--- src/rtl/sd_pkg.sv ---
// Shared types and constants for the SD-card CMD-line logic.
// Used by the response receiver and by the command transmitter.
package sd_pkg;

  typedef enum logic [1:0] {
    SD_RX_IDLE,
    SD_RX_WAIT_START,
    SD_RX_RECV,
    SD_RX_DONE
  } sd_rx_state_t;

  localparam logic [6:0] SD_CRC7_POLY = 7'h09;
  localparam int         SD_R1_BITS   = 48;
  localparam int         SD_R2_BITS   = 136;

endpackage

--- src/rtl/sd_crc7.sv ---
// Serial MSB-first CRC7 (x^7 + x^3 + 1), initial value 0.
// Shared between the command transmitter and the response receiver.
module sd_crc7
  import sd_pkg::*;
(
  input  logic       clk,
  input  logic       n_rst,
  input  logic       clear,
  input  logic       enable,
  input  logic       bit_in,
  output logic [6:0] crc
);

  logic [6:0] crc_q;
  logic [6:0] crc_d;
  logic       feedback;

  always_comb begin
    feedback = bit_in ^ crc_q[6];
    crc_d    = {crc_q[5:0], 1'b0} ^ (feedback ? SD_CRC7_POLY : 7'h00);
  end

  always_ff @(posedge clk or negedge n_rst) begin
    if (!n_rst) begin
      crc_q <= 7'h00;
    end else if (clear) begin
      crc_q <= 7'h00;
    end else if (enable) begin
      crc_q <= crc_d;
    end
  end

  assign crc = crc_q;

endmodule

--- src/rtl/sd_cmd_resp_rx.sv ---
// SD CMD-line response receiver: waits for the start bit, shifts the frame
// in MSB-first, checks CRC7 and the end bit, and reports valid/timeout.
module sd_cmd_resp_rx
  import sd_pkg::*;
#(
  parameter int RESP_BITS    = SD_R1_BITS,
  parameter int TIMEOUT_BITS = 64,
  parameter int CHECK_CRC    = 1
) (
  input  logic                 clk,
  input  logic                 n_rst,
  input  logic                 sample_en,
  input  logic                 cmd_in,
  input  logic                 start,
  input  logic                 abort,
  output logic                 busy,
  output logic [RESP_BITS-1:0] resp_data,
  output logic                 resp_valid,
  output logic                 crc_err,
  output logic                 end_err,
  output logic                 timeout
);

  localparam int CNT_W = $clog2(RESP_BITS + 1);
  localparam int TO_W  = $clog2(TIMEOUT_BITS + 1);

  localparam logic [CNT_W-1:0] CNT_LAST = CNT_W'(RESP_BITS - 1);
  // CRC covers frame bits [RESP_BITS-1:8]: the first RESP_BITS-8 bits received.
  localparam logic [CNT_W-1:0] CNT_FEED = CNT_W'(RESP_BITS - 8);
  localparam logic [TO_W-1:0]  TO_LAST  = TO_W'(TIMEOUT_BITS - 1);

  sd_rx_state_t         state_q, state_d;
  logic [RESP_BITS-1:0] shift_q, shift_d;
  logic [CNT_W-1:0]     bit_cnt_q, bit_cnt_d;
  logic [TO_W-1:0]      to_cnt_q, to_cnt_d;
  logic                 crc_err_q, crc_err_d;
  logic                 end_err_q, end_err_d;
  logic                 timeout_q, timeout_d;
  logic                 crc_clear;
  logic                 crc_enable;
  logic [6:0]           crc_value;

  sd_crc7 u_crc7 (
    .clk    (clk),
    .n_rst  (n_rst),
    .clear  (crc_clear),
    .enable (crc_enable),
    .bit_in (cmd_in),
    .crc    (crc_value)
  );

  always_comb begin
    state_d    = state_q;
    shift_d    = shift_q;
    bit_cnt_d  = bit_cnt_q;
    to_cnt_d   = to_cnt_q;
    crc_err_d  = crc_err_q;
    end_err_d  = end_err_q;
    timeout_d  = 1'b0;
    crc_clear  = 1'b0;
    crc_enable = 1'b0;

    if (abort) begin
      state_d = SD_RX_IDLE;
    end else begin
      case (state_q)
        SD_RX_IDLE: begin
          bit_cnt_d = '0;
          to_cnt_d  = '0;
          crc_clear = 1'b1;
          // Error flags stay visible to the command FSM until it arms again.
          if (start) begin
            state_d   = SD_RX_WAIT_START;
            crc_err_d = 1'b0;
            end_err_d = 1'b0;
          end
        end

        SD_RX_WAIT_START: begin
          if (sample_en) begin
            if (!cmd_in) begin
              shift_d    = {shift_q[RESP_BITS-2:0], 1'b0};
              crc_enable = 1'b1;
              bit_cnt_d  = CNT_W'(1);
              state_d    = SD_RX_RECV;
            end else begin
              to_cnt_d = to_cnt_q + 1'b1;
              if (to_cnt_q == TO_LAST) begin
                timeout_d = 1'b1;
                state_d   = SD_RX_IDLE;
              end
            end
          end
        end

        SD_RX_RECV: begin
          if (sample_en) begin
            shift_d    = {shift_q[RESP_BITS-2:0], cmd_in};
            bit_cnt_d  = bit_cnt_q + 1'b1;
            crc_enable = (bit_cnt_q < CNT_FEED);
            if (bit_cnt_q == CNT_LAST) begin
              state_d   = SD_RX_DONE;
              crc_err_d = (CHECK_CRC != 0) && (crc_value != shift_d[7:1]);
              end_err_d = !cmd_in;
            end
          end
        end

        SD_RX_DONE: begin
          state_d = SD_RX_IDLE;
        end

        default: begin
          state_d = SD_RX_IDLE;
        end
      endcase
    end
  end

  always_ff @(posedge clk or negedge n_rst) begin
    if (!n_rst) begin
      state_q   <= SD_RX_IDLE;
      shift_q   <= '1;
      bit_cnt_q <= '0;
      to_cnt_q  <= '0;
      crc_err_q <= 1'b0;
      end_err_q <= 1'b0;
      timeout_q <= 1'b0;
    end else begin
      state_q   <= state_d;
      shift_q   <= shift_d;
      bit_cnt_q <= bit_cnt_d;
      to_cnt_q  <= to_cnt_d;
      crc_err_q <= crc_err_d;
      end_err_q <= end_err_d;
      timeout_q <= timeout_d;
    end
  end

  assign busy       = (state_q != SD_RX_IDLE);
  assign resp_valid = (state_q == SD_RX_DONE);
  assign resp_data  = shift_q;
  assign crc_err    = crc_err_q;
  assign end_err    = end_err_q;
  assign timeout    = timeout_q;

endmodule
--- config.mk ---
export PLATFORM = sky130hd
export DESIGN_NAME = sd_cmd_resp_rx
export DESIGN_NICKNAME = d
export VERILOG_FILES = /design/src/rtl/sd_pkg.sv /design/src/rtl/sd_crc7.sv /design/src/rtl/sd_cmd_resp_rx.sv
export SDC_FILE = /design/constraint.sdc
export NUM_CORES = 1
export LEC_CHECK = 0
export ABC_AREA = 1
export BUFFER_PORTS_ARGS = -buffer_cell sky130_fd_sc_hd__buf_2
export CAP_MARGIN = 10
export CORE_MARGIN = 5
export CORE_UTILIZATION = 43
export DETAILED_ROUTE_END_ITERATION = 16
export PLACE_DENSITY = 0.78
export SYNTH_ARGS = -nofsm -noshare
export SYNTH_HDL_FRONTEND = slang
export SYNTH_SLANG_ARGS = --single-unit
export TNS_END_PERCENT = 10
--- constraint.sdc ---
create_clock -name clk -period 1.7 [get_ports clk]
set_clock_uncertainty 0.2 [all_clocks]
set_input_delay 0.34 -clock clk [delete_from_list [all_inputs] [get_ports clk]]
set_output_delay 0.34 -clock clk [all_outputs]
set_load 0.05 [all_outputs]
# ---- Word level (Yosys, flattened, before mapping)
# Index checks and enable logic that the tools add are counted.
dict set report op_classes {
  n_addsub 2
  n_lt_le_gt_ge 1
  eq_ne 17
  mux 41
  bitwise_logic 3
  reduce_logical 13
}
# op count
set op_table {}
lappend op_table {{two-way mux 48 bit} 3}
lappend op_table {{case mux 48 bit (2 select lines)} 1}
lappend op_table {{two-way mux 7 bit} 4}
lappend op_table {{AND reduction 5 bit} 4}
lappend op_table {{two-way mux 6 bit} 3}
lappend op_table {{case mux 6 bit (3 select lines)} 1}
lappend op_table {{two-way mux 1 bit} 16}
lappend op_table {{two-way mux 2 bit} 7}
lappend op_table {{case mux 7 bit (2 select lines)} 1}
lappend op_table {{!= test 2 bit (second input constant)} 6}
lappend op_table {{!= test 3 bit (second input constant)} 4}
lappend op_table {{nonzero test 2 bit} 5}
lappend op_table {{case mux 2 bit (4 select lines)} 1}
lappend op_table {{adder 7 x 1 -> 7 bit (second input constant)} 1}
lappend op_table {{equality test 7 x 6 -> 1 bit (second input constant)} 1}
lappend op_table {{!= test 7 bit} 1}
lappend op_table {{bitwise XOR 7 bit} 1}
lappend op_table {{adder 6 x 1 -> 6 bit (second input constant)} 1}
lappend op_table {{equality test 6 bit (second input constant)} 1}
lappend op_table {{less-than comparator 6 bit (second input constant)} 1}
lappend op_table {{case mux 1 bit (2 select lines)} 3}
lappend op_table {{equality test 2 bit (second input constant)} 2}
lappend op_table {{two-way mux 4 bit} 1}
lappend op_table {{!= test 4 bit (second input constant)} 1}
lappend op_table {{other kinds (7)} 7}
dict set report word_totals {
  ff_bits 73
  inputBits 6
}

# ---- Logic depth before layout (Yosys ltp)
dict set report depth {
  word_depth 6
  mapped_depth 11
}

# ---- Hierarchy
# A second synthesis with hierarchy kept.
dict set report hier_totals {
  hier_cells 427
  area_unflattened_um2 3429.5
}
# module instances cells_each area_per_inst_um2 seq_area_each_um2
set modules_own_cells {}
lappend modules_own_cells {sd_cmd_resp_rx 1 391 3116.7 1711.6}
lappend modules_own_cells {sd_crc7 1 36 312.8 175.2}

# ---- Worst setup path before layout
# OpenSTA, ideal clock, no wires.
dict set report synth_timing {
  path_kind {register to register}
  from {register state_q[0]}
  to {register shift_q[2], in the netlist resp_data[2]}
  setup_ps 76
  t_arrival_ps 1583
  required_ps 1424
  slack_ps -159
  stages_incl_launch_ff 11
  path_buffers 3
  period_less_slack_ps 1859
  path_cell_list {dfrtp_1 ha_1 buf_2 o21ai_2 inv_2 nor3_4 inv_2 buf_2 buf_6 nand2_1 nand2_1}
}
dict set report synth_via {
  elab_chain_len 3
  word_cells_on_any_way 8
  cone_classes {eq/ne: 5; mux: 1; reduce/logical: 2}
}
# element line_no
set synth_lines {}
lappend synth_lines {{from (decl)} sd_cmd_resp_rx.sv:32} ;# sd_rx_state_t state_q, state_d;
lappend synth_lines {{from (signal assigned)} sd_cmd_resp_rx.sv:130} ;# state_q <= state_d;
lappend synth_lines {{equality test 2 x 1 -> 1 bit / equality test 2 bit (equally long branches)} sd_cmd_resp_rx.sv:66} ;# case (state_q)
lappend synth_lines {{!= test 2 bit (no line) / nonzero test 2 bit (equally long branches)} --}
lappend synth_lines {{AND reduction 5 bit (no line)} --}
lappend synth_lines {{to (signal assigned)} sd_cmd_resp_rx.sv:131} ;# shift_q <= shift_d;
lappend synth_lines {{to (decl)} sd_cmd_resp_rx.sv:33} ;# logic [RESP_BITS-1:0] shift_q, shift_d;
# Parallel ways exist; a longest one is shown, timed or not.
# A chain may end at the register's enable or synchronous reset.

# ---- Worst setup path after layout
dict set report layout_timing {
  from {register state_q[0]}
  to {register shift_q[37], in the netlist resp_data[37]}
}
# The elaborated chain is that of the path after synthesis.

==> metrics.cfg <==
[yosys]
ys_seq_elements=73
post_synth_inst_count=406
synth.cell_area_um2=3410
ys_types=28
synth.yosys.seq_area_share_pct=55.4
syn-mean-instance-area_um2=8.39
postSynthNetCount=418
yosys_synthesis_warning_count=0

[routing]
drcViolationCount=0
drt-pass1-iter-count=4
num_vias=2923
drt_iter0_markers=135
drt-total-wl_mm=8.35
wl_per_cell_um=13.8
ant_nets=0
vias_per_cell=4.85

[pwr]
total_power_per_unit_cell_area_nw_per_um2=1450
worst_ir_drop_vdd_v=0.000665
p_leak_nw=2.28

[cts]
cts_tree=yes
htree_levels=3
cts.clk_slew.worst_paths_ns=0.08
tritoncts.num_buffers=9
clock_path_buffers=2
worstSkewPairLatency_ns=0.35
ctsRootBufferMaster=clkbuf_8
cts.sinks=73

[cells_and_area]
stdcell_count=603
layout.cells.most_common=nand2_1
mostFrequentLayoutCells=166 x nand2_1, 58 x buf_4, 48 x dfstp_2
antennaDiodeCount=0
nNetsFinal=508
fillerInstances=654
final_area_um2=4580
proportion_of_layout_cells_with_a_drive_suffix_above_1_pct=38.5
areaGrowthSynthToFinish_pct=34.3

[worst_setup_path]
worst-setup-path-type=reg -> reg
cp_data_required_time_ns=1.80
end_kind=flip-flop
critPathMaxFanout=24
start_kind=flip-flop
r2r_slack_ns=-0.26
arrival_ns=2.05

[timing]
min_period_ns=1.96
slew_violations=0
max_freq_mhz=511
relSlewSlack_pct=74.3
tightestPinTransition_ns=0.386
final-setup-viol-count=74
setup_slack_ns=-0.257
tcrit_tclk_final_pct=115
rsz_0062_raised_after_global_routing=true
timing.final.hold_violations=0

[global_routing]
globalRoute.totalOverflow=0
met2_usage_pct=27.7
number_of_antenna_violations_at_the_first_check_in_global_routing=0
grt_pass1_vias=2793
pin_count_of_the_biggest_net_entering_global_routing=74
gr-usage-all-layers_pct=16.3
global_route.peak_usage_layer=met2
gr-usage-met3_pct=5.38
grt_util_met1_pct=19.9
grt_pass1_wl_mm=13.1

[floorplanning]
fp-row-count=32
floorplan.die.height_um=99.0
core_um2=7730
ports_placed_on_the_boundary=59
die_area_um2=9810
initial_utilization_pct=44.1
floorplan.die.width_um=99.0

[outcome]
failing_checks=negative setup slack
status=complete, but fails checks

[placed_design]
io_buffer_count=58
dp.cells=575
placed_area_um2=3950
place_congestion=0.866
dp_hpwl_mm=5.16

[hold_path]
hold_class=in -> reg

[run]
max_cap_viol_count=0

==> layout make-up <==
class / instances / area, um^2 / share of cell area [%]
multi-input cells: 291 / 1450 / 31.6
clock buffers: 10 / 128 / 2.79
repair buffers: 92 / 842 / 18.4
clock inverters: 6 / 40.0 / 0.875
inverters: 29 / 109 / 2.38
flip-flops and latches: 73 / 1890 / 41.2
well taps: 102 / 128 / 2.79
==> layer usage <==
metal	part of all wire (%)	vias up
li1	-	1455
met1	43	1398
met2	52	62
met3	4.6	8
met4	0.74	0
met5	0	-
==> flip-flops by register name (all words and copies together) (netlist names) <==
register / count
resp_data: 48
to_cnt_q: 7
u_crc7.crc: 7
bit_cnt_q: 6
state_q: 2
crc_err: 1
end_err: 1
timeout: 1
==> synth_stat cells <==
library cell	n	area share [%]
o21ai_1	1	0.15
clkinv_1	1	0.11
nor3_1	2	0.29
xnor2_1	6	1.5
inv_2	3	0.33
a21oi_1	3	0.44
o21bai_1	1	0.22
a21o_1	1	0.22
dfrtp_1	25	18
o21ai_2	1	0.26
nand4_1	4	0.73
o211ai_1	1	0.22
clkbuf_1	3	0.33
nor3_4	1	0.48
nand3_1	36	5.3
ha_1	6	2.2
nand2_1	185	20
xor2_1	5	1.3
inv_1	25	2.8
nor2_1	18	2.0
a21oi_4	1	0.48
buf_6	2	0.66
dfstp_2	48	37
buf_2	5	0.73
o21ai_0	17	2.5
nand3b_1	1	0.22
buf_4	3	0.66
nor2_2	1	0.18
==> logic make-up after synthesis <==
kind of cell,count (synthesis),share of synthesized area [%]
compound gates,26,4.48
flops,73,55.4
xor+xnor,11,2.83
fa+ha+maj,6,2.20
buf+inv,42,5.58
simple gates,248,29.6
==> metrics by stage <==
step           power, W  hold WS, ns  util (%)  setup WS, ns  TNS, ns
3_3_place_gp    0.00479        0.197      51.1        -0.106    -4.48
3_5_place_dp    0.00485        0.201      51.1        -0.229    -9.71
4_1_cts         0.00631       0.0826      56.0        -0.191    -8.60
6_report        0.00662       0.0560      59.2        -0.257   -13.73
5_1_grt         0.00699       0.0557      59.2        -0.341   -20.64
2_1_floorplan   0.00419       -0.156         -        -0.146    -6.77
==> critical path, stage by stage, from the launching register on <==
cell and delay, ns:
dfrtp_1 0.42, buf_6 0.14, ha_4 0.17, o21ai_4 0.16, inv_2 0.08, nor3_4 0.27
buf_6 0.14, clkbuf_16 0.18, nand2_1 0.08, nand2_1 0.07
==> final timing paths <==
path	from	depth (start not counted)	end
min reg2reg	resp_data[7]	2	resp_data[8]
min	cmd_in	3	resp_data[0]
max in group asynchronous	n_rst	3	resp_data[0]
min in group asynchronous	n_rst	3	u_crc7.crc[4]
max reg2reg	state_q[0]	9	resp_data[37]
max	state_q[0]	9	resp_data[37]
==> power by group <==
| part | total, W | leakage (nW) | switching [W] | internal, W |
|---|---|---|---|---|
| logic | 0.00289 | 1.35 | 0.00178 | 0.00111 |
| clock network | 0.00123 | 0.0917 | 0.000688 | 0.000537 |
| registers | 0.00250 | 0.838 | 0.000322 | 0.00218 |
| total | 0.00662 | 2.28 | 0.00279 | 0.00383 |
==> repair_timing <==
action,4_1_cts,5_1_grt
pin swaps,3,23
buffers inserted,2,6
hold buffers,1,0
resized for setup,68,46
setup endpoints to repair,121,79
endpoints found under the hold margin,25,0
cloned,0,4
Note: power is estimated with default switching activity, not from simulation.
